===== config.mk =====
export PLATFORM = sky130hd
export DESIGN_NAME = mux_pipe_n1
export DESIGN_NICKNAME = d
export VERILOG_FILES = /design/src/rtl/mux_pkg.sv /design/src/rtl/mux_tree_lvl.sv /design/src/rtl/mux_pipe_n1.sv
export SDC_FILE = /design/constraint.sdc
export NUM_CORES = 1
export LEC_CHECK = 0
export ABC_AREA = 1
export CAP_MARGIN = 20
export CORE_AREA = 3 3 224 226
export DETAILED_ROUTE_END_ITERATION = 6
export DIE_AREA = 0 0 227 229
export PLACE_DENSITY = 0.73
export SYNTH_ARGS = -nofsm -noshare
export SYNTH_HDL_FRONTEND = slang
export SYNTH_HIERARCHICAL = 1
export SYNTH_SLANG_ARGS = --single-unit
export TNS_END_PERCENT = 10

===== constraint.sdc =====
create_clock -name clk -period 1.4 [get_ports clk]
set_input_delay 0.21 -clock clk [delete_from_list [all_inputs] [get_ports clk]]
set_output_delay 0.21 -clock clk [all_outputs]
set_load 0.005 [all_outputs]

===== src/rtl/mux_pkg.sv =====
// rtl/mux_pkg.sv - shared constants and helpers for the pipelined N:1 select tree
package mux_pkg;

  localparam int MAX_IN   = 64;
  localparam int MAX_LVLS = 6;

  // ceil(log2(n)); returns 0 for n <= 1
  function automatic int clog2(input int n);
    int r;
    int v;
    r = 0;
    v = n - 1;
    while (v > 0) begin
      r++;
      v = v >> 1;
    end
    return r;
  endfunction

endpackage


===== src/rtl/mux_tree_lvl.sv =====
// rtl/mux_tree_lvl.sv - one level of 2:1 muxes with an optional stall/flush register
module mux_tree_lvl
  import mux_pkg::*;
#(
  parameter int WIDTH   = 64,
  parameter int NIN_LVL = 2,
  parameter bit REG     = 1'b0,
  parameter int SEL_W   = 1,
  parameter int SEL_IDX = 0
) (
  input  logic                       clk,
  input  logic                       reset_n,
  input  logic                       stall,
  input  logic                       flush,
  input  logic [NIN_LVL*WIDTH-1:0]   in_data,
  input  logic [SEL_W-1:0]           in_sel,
  input  logic                       in_valid,
  input  logic                       in_err,
  output logic [NIN_LVL/2*WIDTH-1:0] out_data,
  output logic [SEL_W-1:0]           out_sel,
  output logic                       out_valid,
  output logic                       out_err
);

  localparam int NOUT = NIN_LVL / 2;

  typedef struct packed {
    logic [NOUT*WIDTH-1:0] data;
    logic [SEL_W-1:0]      sel_rem;
    logic                  valid;
    logic                  err;
  } bundle_t;

  logic [NOUT*WIDTH-1:0] mux_data;
  bundle_t               lvl_in;

  // pairwise select: output j takes input 2j or 2j+1 on this level's sel bit
  always_comb begin
    mux_data = '0;
    for (int j = 0; j < NOUT; j++) begin
      mux_data[j*WIDTH +: WIDTH] = in_sel[SEL_IDX] ? in_data[(2*j+1)*WIDTH +: WIDTH]
                                                   : in_data[(2*j)*WIDTH +: WIDTH];
    end
  end

  assign lvl_in = '{data: mux_data, sel_rem: in_sel, valid: in_valid, err: in_err};

  generate
    if (REG) begin : g_reg
      bundle_t bundle_d;
      bundle_t bundle_q;

      // flush kills valid but keeps data/err; stall holds everything
      always_comb begin
        bundle_d = bundle_q;
        if (flush) begin
          bundle_d.valid = 1'b0;
        end else if (!stall) begin
          bundle_d = lvl_in;
        end
      end

      // level register, cleared asynchronously
      always_ff @(posedge clk or negedge reset_n) begin
        if (!reset_n) begin
          bundle_q <= '0;
        end else begin
          bundle_q <= bundle_d;
        end
      end

      assign out_data  = bundle_q.data;
      assign out_sel   = bundle_q.sel_rem;
      assign out_valid = bundle_q.valid;
      assign out_err   = bundle_q.err;
    end else begin : g_comb
      logic unused_ctl;
      assign unused_ctl = &{1'b0, clk, reset_n, stall, flush};

      assign out_data  = lvl_in.data;
      assign out_sel   = lvl_in.sel_rem;
      assign out_valid = lvl_in.valid;
      assign out_err   = lvl_in.err;
    end
  endgenerate

endmodule


===== src/rtl/mux_pipe_n1.sv =====
// rtl/mux_pipe_n1.sv - parametrised N:1 select tree with per-level pipeline registers
module mux_pipe_n1
  import mux_pkg::*;
#(
  parameter int                            WIDTH   = 64,
  parameter int                            NUM_IN  = 8,
  parameter logic [clog2(NUM_IN)-1:0]      LVL_REG = 3'b101
) (
  input  logic                        clk,
  input  logic                        reset_n,
  input  logic                        in_valid,
  input  logic                        stall,
  input  logic                        flush,
  input  logic [clog2(NUM_IN)-1:0]    sel,
  input  logic [NUM_IN*WIDTH-1:0]     in_data,
  output logic                        out_valid,
  output logic [WIDTH-1:0]            out_data,
  output logic                        out_sel_err
);

  localparam int LVLS = clog2(NUM_IN);
  localparam int PAD  = 1 << LVLS;
  localparam int PADW = PAD * WIDTH;

  generate
    if (NUM_IN < 2 || NUM_IN > MAX_IN) begin : g_bad_num_in
      $error("mux_pipe_n1: NUM_IN must be in 2..64");
    end
    if (WIDTH < 1) begin : g_bad_width
      $error("mux_pipe_n1: WIDTH must be at least 1");
    end
  endgenerate

  logic [PADW-1:0] lvl_data  [0:LVLS];
  logic [LVLS-1:0] lvl_sel   [0:LVLS];
  logic            lvl_valid [0:LVLS];
  logic            lvl_err   [0:LVLS];

  // zero padding makes any out-of-range sel land on an all-zero leaf,
  // so err results carry zero data without an explicit mask
  assign lvl_data[0]  = PADW'(in_data);
  assign lvl_sel[0]   = sel;
  assign lvl_valid[0] = in_valid;
  assign lvl_err[0]   = 32'(sel) >= NUM_IN;

  generate
    for (genvar k = 0; k < LVLS; k++) begin : g_lvl
      localparam int NIN_K  = PAD >> k;
      localparam int NOUT_K = NIN_K / 2;

      logic [NOUT_K*WIDTH-1:0] lo_data;
      logic                    unused_hi;

      mux_tree_lvl #(
        .WIDTH   (WIDTH),
        .NIN_LVL (NIN_K),
        .REG     (LVL_REG[k]),
        .SEL_W   (LVLS),
        .SEL_IDX (k)
      ) u_lvl (
        .clk       (clk),
        .reset_n   (reset_n),
        .stall     (stall),
        .flush     (flush),
        .in_data   (lvl_data[k][NIN_K*WIDTH-1:0]),
        .in_sel    (lvl_sel[k]),
        .in_valid  (lvl_valid[k]),
        .in_err    (lvl_err[k]),
        .out_data  (lo_data),
        .out_sel   (lvl_sel[k+1]),
        .out_valid (lvl_valid[k+1]),
        .out_err   (lvl_err[k+1])
      );

      assign lvl_data[k+1] = PADW'(lo_data);
      assign unused_hi     = |lvl_data[k+1][PADW-1:NOUT_K*WIDTH];
    end
  endgenerate

  logic unused_sel;
  assign unused_sel = &{1'b0, lvl_sel[LVLS]};

  assign out_valid   = lvl_valid[LVLS];
  assign out_data    = lvl_data[LVLS][WIDTH-1:0];
  assign out_sel_err = lvl_err[LVLS];

endmodule

==> results of run 1 <==
[how the worst min path moves through the flow]
stage / from / slack [ps] / to
global placement: reset_n / 70 / g_lvl[2].u_lvl/out_data[40]
finish: reset_n / 100 / g_lvl[2].u_lvl/out_data[37]
CTS: reset_n / 80 / g_lvl[2].u_lvl/out_data[40]
detailed placement: reset_n / 80 / g_lvl[2].u_lvl/out_data[40]
floorplan: reset_n / -90 / g_lvl[0].u_lvl/out_data[0]
global route: reset_n / 90 / g_lvl[0].u_lvl/out_data[239]
[what timing repair did]
action | 4_1_cts | 5_1_grt
hold buffers | 1 | 0
setup buffers | 7 | 1
endpoints found under the setup margin | 112 | 80
gates resized for setup | 240 | 95
gates cloned | 0 | 3
hold endpoints to repair | 233 | 0
pin swaps | 0 | 9
[power by group through the flow]
stage,Combinational (mW),Sequential (mW),Clock (mW)
6_report,8.35,11.9,9.77
5_1_grt,9.32,12.0,10.4
4_1_cts,8.24,11.8,9.97
3_5_place_dp,8.40,12.0,0
3_3_place_gp,8.30,12.0,0
2_1_floorplan,4.02,11.7,0
[routing by layer]
| metal | routed length (um) | share of wire (%) |
|---|---|---|
| met1 | 27800 | 40 |
| met2 | 35300 | 50 |
| met3 | 4960 | 7.1 |
| met4 | 2180 | 3.1 |
| met5 | 0 | 0 |
[area by class of cell]
type | count | area [sq um] | area share, %
clock inverter | 9 | 101 | 0.362
sequential | 326 | 8170 | 29.1
clock buffer | 58 | 1110 | 3.95
tap | 622 | 778 | 2.78
multi-input combinational | 2007 | 8150 | 29.1
timing repair buffer | 728 | 7270 | 25.9
inverter | 647 | 2450 | 8.74
antenna | 2 | 5.00 | 0.0179
[stage by stage]
step	hold slack, ps	std cells
after floorplan	-85.6	3152
after global placement	72.0	4318
after detailed placement	75.5	4318
after CTS	76.1	4393
after global routing	94.4	4398
final	103	4399
[registers in the layout, indices dropped and copies added, names as in the netlist]
register,cells
g_lvl.u_lvl/out_data,320
g_lvl.u_lvl/out_sel,2
g_lvl.u_lvl/out_err,2
g_lvl.u_lvl/out_valid,2
[worst register-to-register path: cells and delay by family (launching register included)]
kind / cells / cell delay [ps]
buffers and inverters: 4 / 500
and+or+nand+nor: 5 / 350
DFF: 1 / 490
==> out/metrics.cfg, run 1 <==
[setup_path]
slowest_stage = dfrtp_4
worstPathRequired_ps = 1830
cp_max_fo = 11
crit_chain = clkinv_8 -> buf_12 -> buf_8 -> nand2_1 -> nand2_2 -> inv_1 -> nand2_1 -> nand3_1 -> nand2_1
critPathBufInv = 4
r2r-start = g_lvl[0].u_lvl/out_sel[1]
ff2ff_path_depth = 9
crit_top_cell = nand2_1
crit_family = flip-flops
crit_path_end_kind = flip-flop
worst_ep_arrival_time_ps = 1880
setup.worst_path.start = g_lvl[0].u_lvl/out_sel[1]
crit_end = g_lvl[2].u_lvl/out_data[41]
worst-path-stages = 9
r2r-end = g_lvl[2].u_lvl/out_data[41]
crit_path_max_incr_delay_ps = 490
worstSetupStartpointType = flip-flop
crit_type = reg -> reg
r2r_slack_ps = -50

[worst_hold_path]
hold_class = in -> async

[timing]
fin_crit_ps = 1450
setup_violations = 16
fin_ws_ps = -53.3
finalSetupTns_ps = -387
skew_ps = 14.9
rsz0062_at_grt = yes
period_share_pct = 104
max_freq_mhz = 688
slew_viol_final = 0
hold_viol = 0

[power]
fin_total_pwr_mw = 30.0
internal_power_mw = 20.6
p_comb_share_pct = 27.8
ir_drop_uv = 727
switching_power_mw = 9.39
power.share.switching_pct = 31.3
seqPwrFrac_pct = 39.6
p_leak_nw = 16.4
p_per_area_nw_per_um2 = 1070
clockPowerShare_pct = 32.6

[layout]
nets = 4268
final_core_util_pct = 57.7
design_area_sq_um = 28000
layout-drive-gt1-share_pct = 9.32
fillers = 4644
layout_commonest_cell = nand2_1
syn_to_final_growth_pct = 42.6
layout_common_cells = nand2_1, inv_1, clkdlybuf4s50_1, dfrtp_1, nand3_1

[floorplan]
die_h_um = 229
core_area_sq_um = 48500
dieArea_sq_um = 52000
rows = 81
initial_core_util_pct = 40.5
die_x_um = 227
io_pins = 586

[placement]
gp_congestion = 0.916
placed_cell_area_sq_um = 26700
place_ws_ps = -309
hpwl_um = 53500
port_buffers = 585

[cts]
cts_buffers = 38
cts_tree = done
cts-root-buf = clkbuf_16
clk_pin_slew_worst_paths_ps = 60
clock-sinks = 326
clockBufferDepth = 3
clkLatencyLatePin_ps = 550
htreeDepth = 2

[global_route]
grt.total_usage_pct = 26.4
use_met1_pct = 31.9
grt_pass1_wl_um = 107000
grt-ovfl-total = 0
antenna_found_initial = 1
grt_pass1_vias = 20205
grt_use_met2_pct = 46.9
grt_max_degree = 67
grtUsageMet3_pct = 5.38
gr-max-usage-layer = met2

[synthesis]
avgSynthCellArea_sq_um = 6.23
syn_inst = 3152
syn_area_sq_um = 19600
yosysWarnings = 6
syn_nets = 3672

[detailed_routing]
wl_um = 70200
drt-initial-drc-count = 1474
drt-vias-per-instance = 4.63
drc_errors = 9
avgRoutedWirePerCell_um = 16.0
drt_pass1_iterations = 7
ant_nets = 0
vias = 20377

[job]
cap_violations = 0

[run_status]
status = finished, violations left
violations = design-rule violations, negative setup slack

Note: power is estimated with default switching activity, not from simulation.
==> run 2: changes to the inputs <==
--- a/config.mk
+++ b/config.mk
@@ -11,6 +11,7 @@
 export DETAILED_ROUTE_END_ITERATION = 6
 export DIE_AREA = 0 0 227 229
 export PLACE_DENSITY = 0.73
+export SLEW_MARGIN = 20
 export SYNTH_ARGS = -nofsm -noshare
 export SYNTH_HDL_FRONTEND = slang
 export SYNTH_HIERARCHICAL = 1
==> results of run 2 <==
Final layout, timing and power as in run 1 (identical DEF).
